### config.mk
export PLATFORM = sky130hd
export DESIGN_NAME = rst_seq_ctrl
export DESIGN_NICKNAME = d
export VERILOG_FILES = /design/src/rtl/rst_seq_ctrl.sv
export SDC_FILE = /design/constraint.sdc
export NUM_CORES = 1
export LEC_CHECK = 0
export ABC_AREA = 0
export CAP_MARGIN = 20
export CORE_UTILIZATION = 43
export CTS_CLUSTER_SIZE = 14
export DETAILED_ROUTE_END_ITERATION = 16
export GPL_TIMING_DRIVEN = 0
export MAX_ROUTING_LAYER = met4
export REMOVE_ABC_BUFFERS = 1
export SKIP_LAST_GASP = 1
export SLEW_MARGIN = 15
export SYNTH_ARGS = -nofsm -noshare
export SYNTH_HDL_FRONTEND = slang
export SYNTH_SLANG_ARGS = --single-unit
### constraint.sdc
create_clock -name clk_i -period 2.75 [get_ports clk_i]
set_input_delay 0.55 -clock clk_i [delete_from_list [all_inputs] [get_ports clk_i]]
set_output_delay 0.55 -clock clk_i [all_outputs]
set_load 0.02 [all_outputs]
### src/rtl/rst_seq_ctrl.sv
// rst_seq_ctrl: reset sequencer between pad ring / housekeeping and core.
// Filters reset requests, records their cause, releases periph then core.
module rst_seq_ctrl #(
    parameter int DEBOUNCE_CYC = 16,
    parameter int STRETCH_CYC  = 64,
    parameter int PERIPH_DLY   = 8
) (
    input  logic       clk_i,
    input  logic       rst_i,
    input  logic       btn_rst_n_i,
    input  logic       hk_rst_i,
    input  logic       trap_i,
    input  logic       trap_rst_en_i,
    input  logic       cause_clr_i,
    output logic       periph_rst_n_o,
    output logic       core_rst_n_o,
    output logic [3:0] rst_cause_o,
    output logic       busy_o
);

    localparam int DW = $clog2(DEBOUNCE_CYC);
    localparam int CMAX = (STRETCH_CYC > PERIPH_DLY) ?
                          STRETCH_CYC : PERIPH_DLY;
    localparam int CW = (CMAX > 1) ? $clog2(CMAX) : 1;

    localparam logic [DW-1:0] DB_LAST  = DW'(DEBOUNCE_CYC - 1);
    localparam logic [CW-1:0] STR_LOAD = CW'(STRETCH_CYC - 1);
    localparam logic [CW-1:0] PER_LOAD = CW'(PERIPH_DLY - 1);

    typedef enum logic [1:0] {
        HOLD,
        STRETCH,
        PERIPH,
        RUN
    } state_t;

    state_t        state;
    logic [CW-1:0] cnt;

    logic          btn_s1;
    logic          btn_s2;
    logic          hk_s1;
    logic          hk_s2;

    logic          btn_req;
    logic [DW-1:0] db_cnt;
    logic          btn_mis;

    logic          hk_req;
    logic          trap_req;
    logic          trap_hit;
    logic          ext_req;

    always_ff @(posedge clk_i or posedge rst_i) begin
        if (rst_i) begin
            btn_s1 <= 1'b1;
            btn_s2 <= 1'b1;
            hk_s1  <= 1'b0;
            hk_s2  <= 1'b0;
        end else begin
            btn_s1 <= btn_rst_n_i;
            btn_s2 <= btn_s1;
            hk_s1  <= hk_rst_i;
            hk_s2  <= hk_s1;
        end
    end

    // Pad is active-low while btn_req is active-high, so equality means mismatch.
    assign btn_mis = (btn_s2 == btn_req);

    always_ff @(posedge clk_i or posedge rst_i) begin
        if (rst_i) begin
            btn_req <= 1'b0;
            db_cnt  <= '0;
        end else if (!btn_mis) begin
            db_cnt  <= '0;
        end else if (db_cnt == DB_LAST) begin
            btn_req <= ~btn_req;
            db_cnt  <= '0;
        end else begin
            db_cnt  <= db_cnt + 1'b1;
        end
    end

    assign hk_req   = hk_s2;
    assign trap_req = trap_i & trap_rst_en_i;
    assign trap_hit = trap_req & (state == RUN);
    assign ext_req  = btn_req | hk_req;

    // A set on the same edge as a clear wins for that bit.
    always_ff @(posedge clk_i or posedge rst_i) begin
        if (rst_i) begin
            rst_cause_o <= 4'b0001;
        end else begin
            rst_cause_o <= (cause_clr_i ? 4'b0000 : rst_cause_o)
                         | {trap_hit, hk_req, btn_req, 1'b0};
        end
    end

    always_ff @(posedge clk_i or posedge rst_i) begin
        if (rst_i) begin
            state          <= HOLD;
            cnt            <= '0;
            periph_rst_n_o <= 1'b0;
            core_rst_n_o   <= 1'b0;
            busy_o         <= 1'b1;
        end else begin
            unique case (state)
                HOLD: begin
                    if (!ext_req) begin
                        state <= STRETCH;
                        cnt   <= STR_LOAD;
                    end
                end
                STRETCH: begin
                    if (ext_req) begin
                        state <= HOLD;
                    end else if (cnt == '0) begin
                        state          <= PERIPH;
                        periph_rst_n_o <= 1'b1;
                        cnt            <= PER_LOAD;
                    end else begin
                        cnt <= cnt - 1'b1;
                    end
                end
                PERIPH: begin
                    if (ext_req) begin
                        state          <= HOLD;
                        periph_rst_n_o <= 1'b0;
                    end else if (cnt == '0) begin
                        state        <= RUN;
                        core_rst_n_o <= 1'b1;
                        busy_o       <= 1'b0;
                    end else begin
                        cnt <= cnt - 1'b1;
                    end
                end
                RUN: begin
                    if (ext_req | trap_req) begin
                        state          <= HOLD;
                        periph_rst_n_o <= 1'b0;
                        core_rst_n_o   <= 1'b0;
                        busy_o         <= 1'b1;
                    end
                end
                default: begin
                    state          <= HOLD;
                    periph_rst_n_o <= 1'b0;
                    core_rst_n_o   <= 1'b0;
                    busy_o         <= 1'b1;
                end
            endcase
        end
    end

endmodule
==> impl_results.md <==
* Final net count at 148
* Multi-input logic area at 588 um^2
* H-tree depth at 1
* Final setup fails at 0
* Power density cells at 743 nW/um^2
* #FFs+latches synth at 24
* Cell taking the most area after synthesis: dfrtp_1
* Via density at 5.58
* DRC viols at 0
* Fmax at 495 MHz
* Final Skew at 2.88 ps
* Final max-slew violation count at 0
* DRT Pass-1 Iters at 4
* Critical Path End Type: output port
* Class of the worst hold path: reg2reg
* CP Depth at 1
* Root buffer cell: clkbuf_4
* Synthesis-to-layout area growth at 17.4%
* Antenna violations before repair at 0
* TritonCTS clock tree: built
* CP cell instances: clkdlybuf4s50_1
* Worst-Skew Late Latency at 310 ps
* Drt first-iter violations at 30
* Reg-to-Reg Start: state[0]
* Worst Path Arrival at 1470 ps
* Via count at 920
* Post-Route WL at 2490 um
* Largest net degree at the start of global routing at 25
* R2R setup slack at 890 ps
* Clock net sink count at 24
* Io pins at 14
* Antenna viol nets, final at 0
* Row count at 19
* Fillers at 263
* R2R Path End: cnt[3]
* Post-place setup slack at 723 ps
* Vias in the first global route at 897
* Sequential share of the synthesized area at 48.7%
* Reg area at 606 um^2
* Area of the mapped netlist at 1240 um^2
* Hold_sp: btn_s1
* Worst EP required at 2200 ps
* Critical path type: reg2out
* YS warnings at 0
* GRT overflow at 0
* Synth area leaders: dfrtp_1 (40%), dfstp_2 (8.5%), ha_1 (6.0%), a21oi_1 (3.6%), inv_1 (3.6%)
* Clock transition at path regs at 140 ps
* Post-DP HPWL at 1750 um
* Crit-path slowest cell: clkdlybuf4s50_1
* Slowest stage delay, CP at 600 ps
* Final period util at 73.5%
* Final setup margin at 729 ps
* First-pass GRT wire length at 4120 um
* Critical Path End: rst_cause_o[0]
* GPL Wtd Cong at 0.802
* Slew HR at 38.1%
* Setup TNS at 0 ps
* Post-synth top cells: dfrtp_1 (20), inv_1 (12), a21oi_1 (9), o21ai_0 (8), nor2_1 (7)
* Peak supply drop at 0.405 mV
* Slew @ Worst Pin at 927 ps
* GRT Util Overall at 17.5%
* Number of synthesized flops with an enable pin at 0
* Reg2reg path depth at 6
* Resize count post-CTS at 0
* N_diodes at 0
* Synth Instances at 118
* CORE AREA at 2760 um^2
* Min Tclk post-route at 2020 ps
* Routed wire per std cell at 15.1 um
* CP delay by family, top: buffers and inverters
* Die Area at 3110 um^2
* Most common cell in the synthesized netlist: dfrtp_1
* Initial Util at 45.1%
* Ratio of cells with drive above 1 in the final layout at 14.2%
* Yosys top cell area share at 40.2%
* Async S/R FF share, synth at 100%
* Main flop type after synthesis: dfrtp_1
* Final core occ at 52.9%
* Syn avg cell area at 10.5 um^2
* Die Ht at 55.8 um
* Fin. Hold Viols at 0
* Critical Path Start Type: flip-flop
* Worst Setup SP: rst_cause_o[0]
* Final hold slack at 367 ps
* Max-cap violations at 0
* P_leak at 0.625 nW
* Unrepaired setup endpoints after global routing: no
* Hold_buf cts at 0
* Port buffer count at 13
* Status: complete, no violations
* Post-CTS setup buffers at 0
* Worst-path maximum fanout at 2
* Netlist cell types at 43
* CTS Buf Count at 3
* Worst path bufs/invs at 1
* Die W at 55.8 um
* Clock tree buffer depth at 2
metal layers:
layer	vias to the layer above	global-route usage (%)	part of all wire (%)	routed length (um)
met5	-	-	0	0
met4	0	6.07	0.80	20
met3	2	2.33	2.7	68
met2	13	28.7	49	1210
met1	448	22.3	48	1180
li1	457	-	-	-
flip-flops by register name, indices dropped and copies added, names as in the netlist:
register and flops:
cnt 6, db_cnt 4, rst_cause_o 4, state 2
btn_req 1, btn_s1 1, btn_s2 1, busy_o 1
core_rst_n_o 1, hk_req 1, hk_s1 1, periph_rst_n_o 1
worst min-delay path by stage:
stage,end,slack [ps],cells past startpoint
finish,btn_s2,370,0
CTS,btn_s2,370,0
global route,btn_s2,370,0
global placement,hk_req,330,0
detailed placement,btn_s2,350,0
floorplan,hk_req,330,0
power by group:
part	switching, W	internal (W)
Clock	0.000112	0.000147
Combinational	0.000198	0.000151
Sequential	0.0000647	0.000412
cell usage in the layout (no fill, tap or decap), drive strengths merged, types with 2 or more instances in the layout:
master / count
nor2: 9
a21oi: 9
clkdlybuf4s50: 13
nand4b: 2
nor3: 4
o21a: 2
a21o: 3
dfstp: 4
nand3: 4
clkbuf: 3
a2bb2oi: 2
inv: 12
nand2: 6
nor2b: 3
ha: 6
dfrtp: 20
o21ai: 9
o211ai: 2
through the flow:
stage	std cells	total power, W	cell area (um^2)
2_1_floorplan	117	0.000745	1240
3_3_place_gp	161	0.000816	1410
3_5_place_dp	161	0.000831	1410
4_1_cts	165	0.00110	1460
5_1_grt	165	0.00116	1460
6_report	165	0.00109	1460
kinds of logic after synthesis:
group / after synthesis / share of synthesized area [%]
adder cells (fa/ha/maj): 6 / 6.04
AND/OR/NAND/NOR: 32 / 16.5
flip-flops: 24 / 48.7
multiplexers: 1 / 0.905
XOR/XNOR: 2 / 1.41
buffers and inverters: 13 / 4.02
AO/OA/AOI/OAI: 40 / 22.4
final cells by class:
cell class                 count  area share, %
clock inverter                 1           2.06
sequential                    24           41.5
inverter                      12           3.08
clock buffer                   3           1.54
timing repair buffer          13           8.91
tap                           31           2.66
multi-input combinational     81           40.3
No activity file was read; power rests on OpenSTA's default activity.
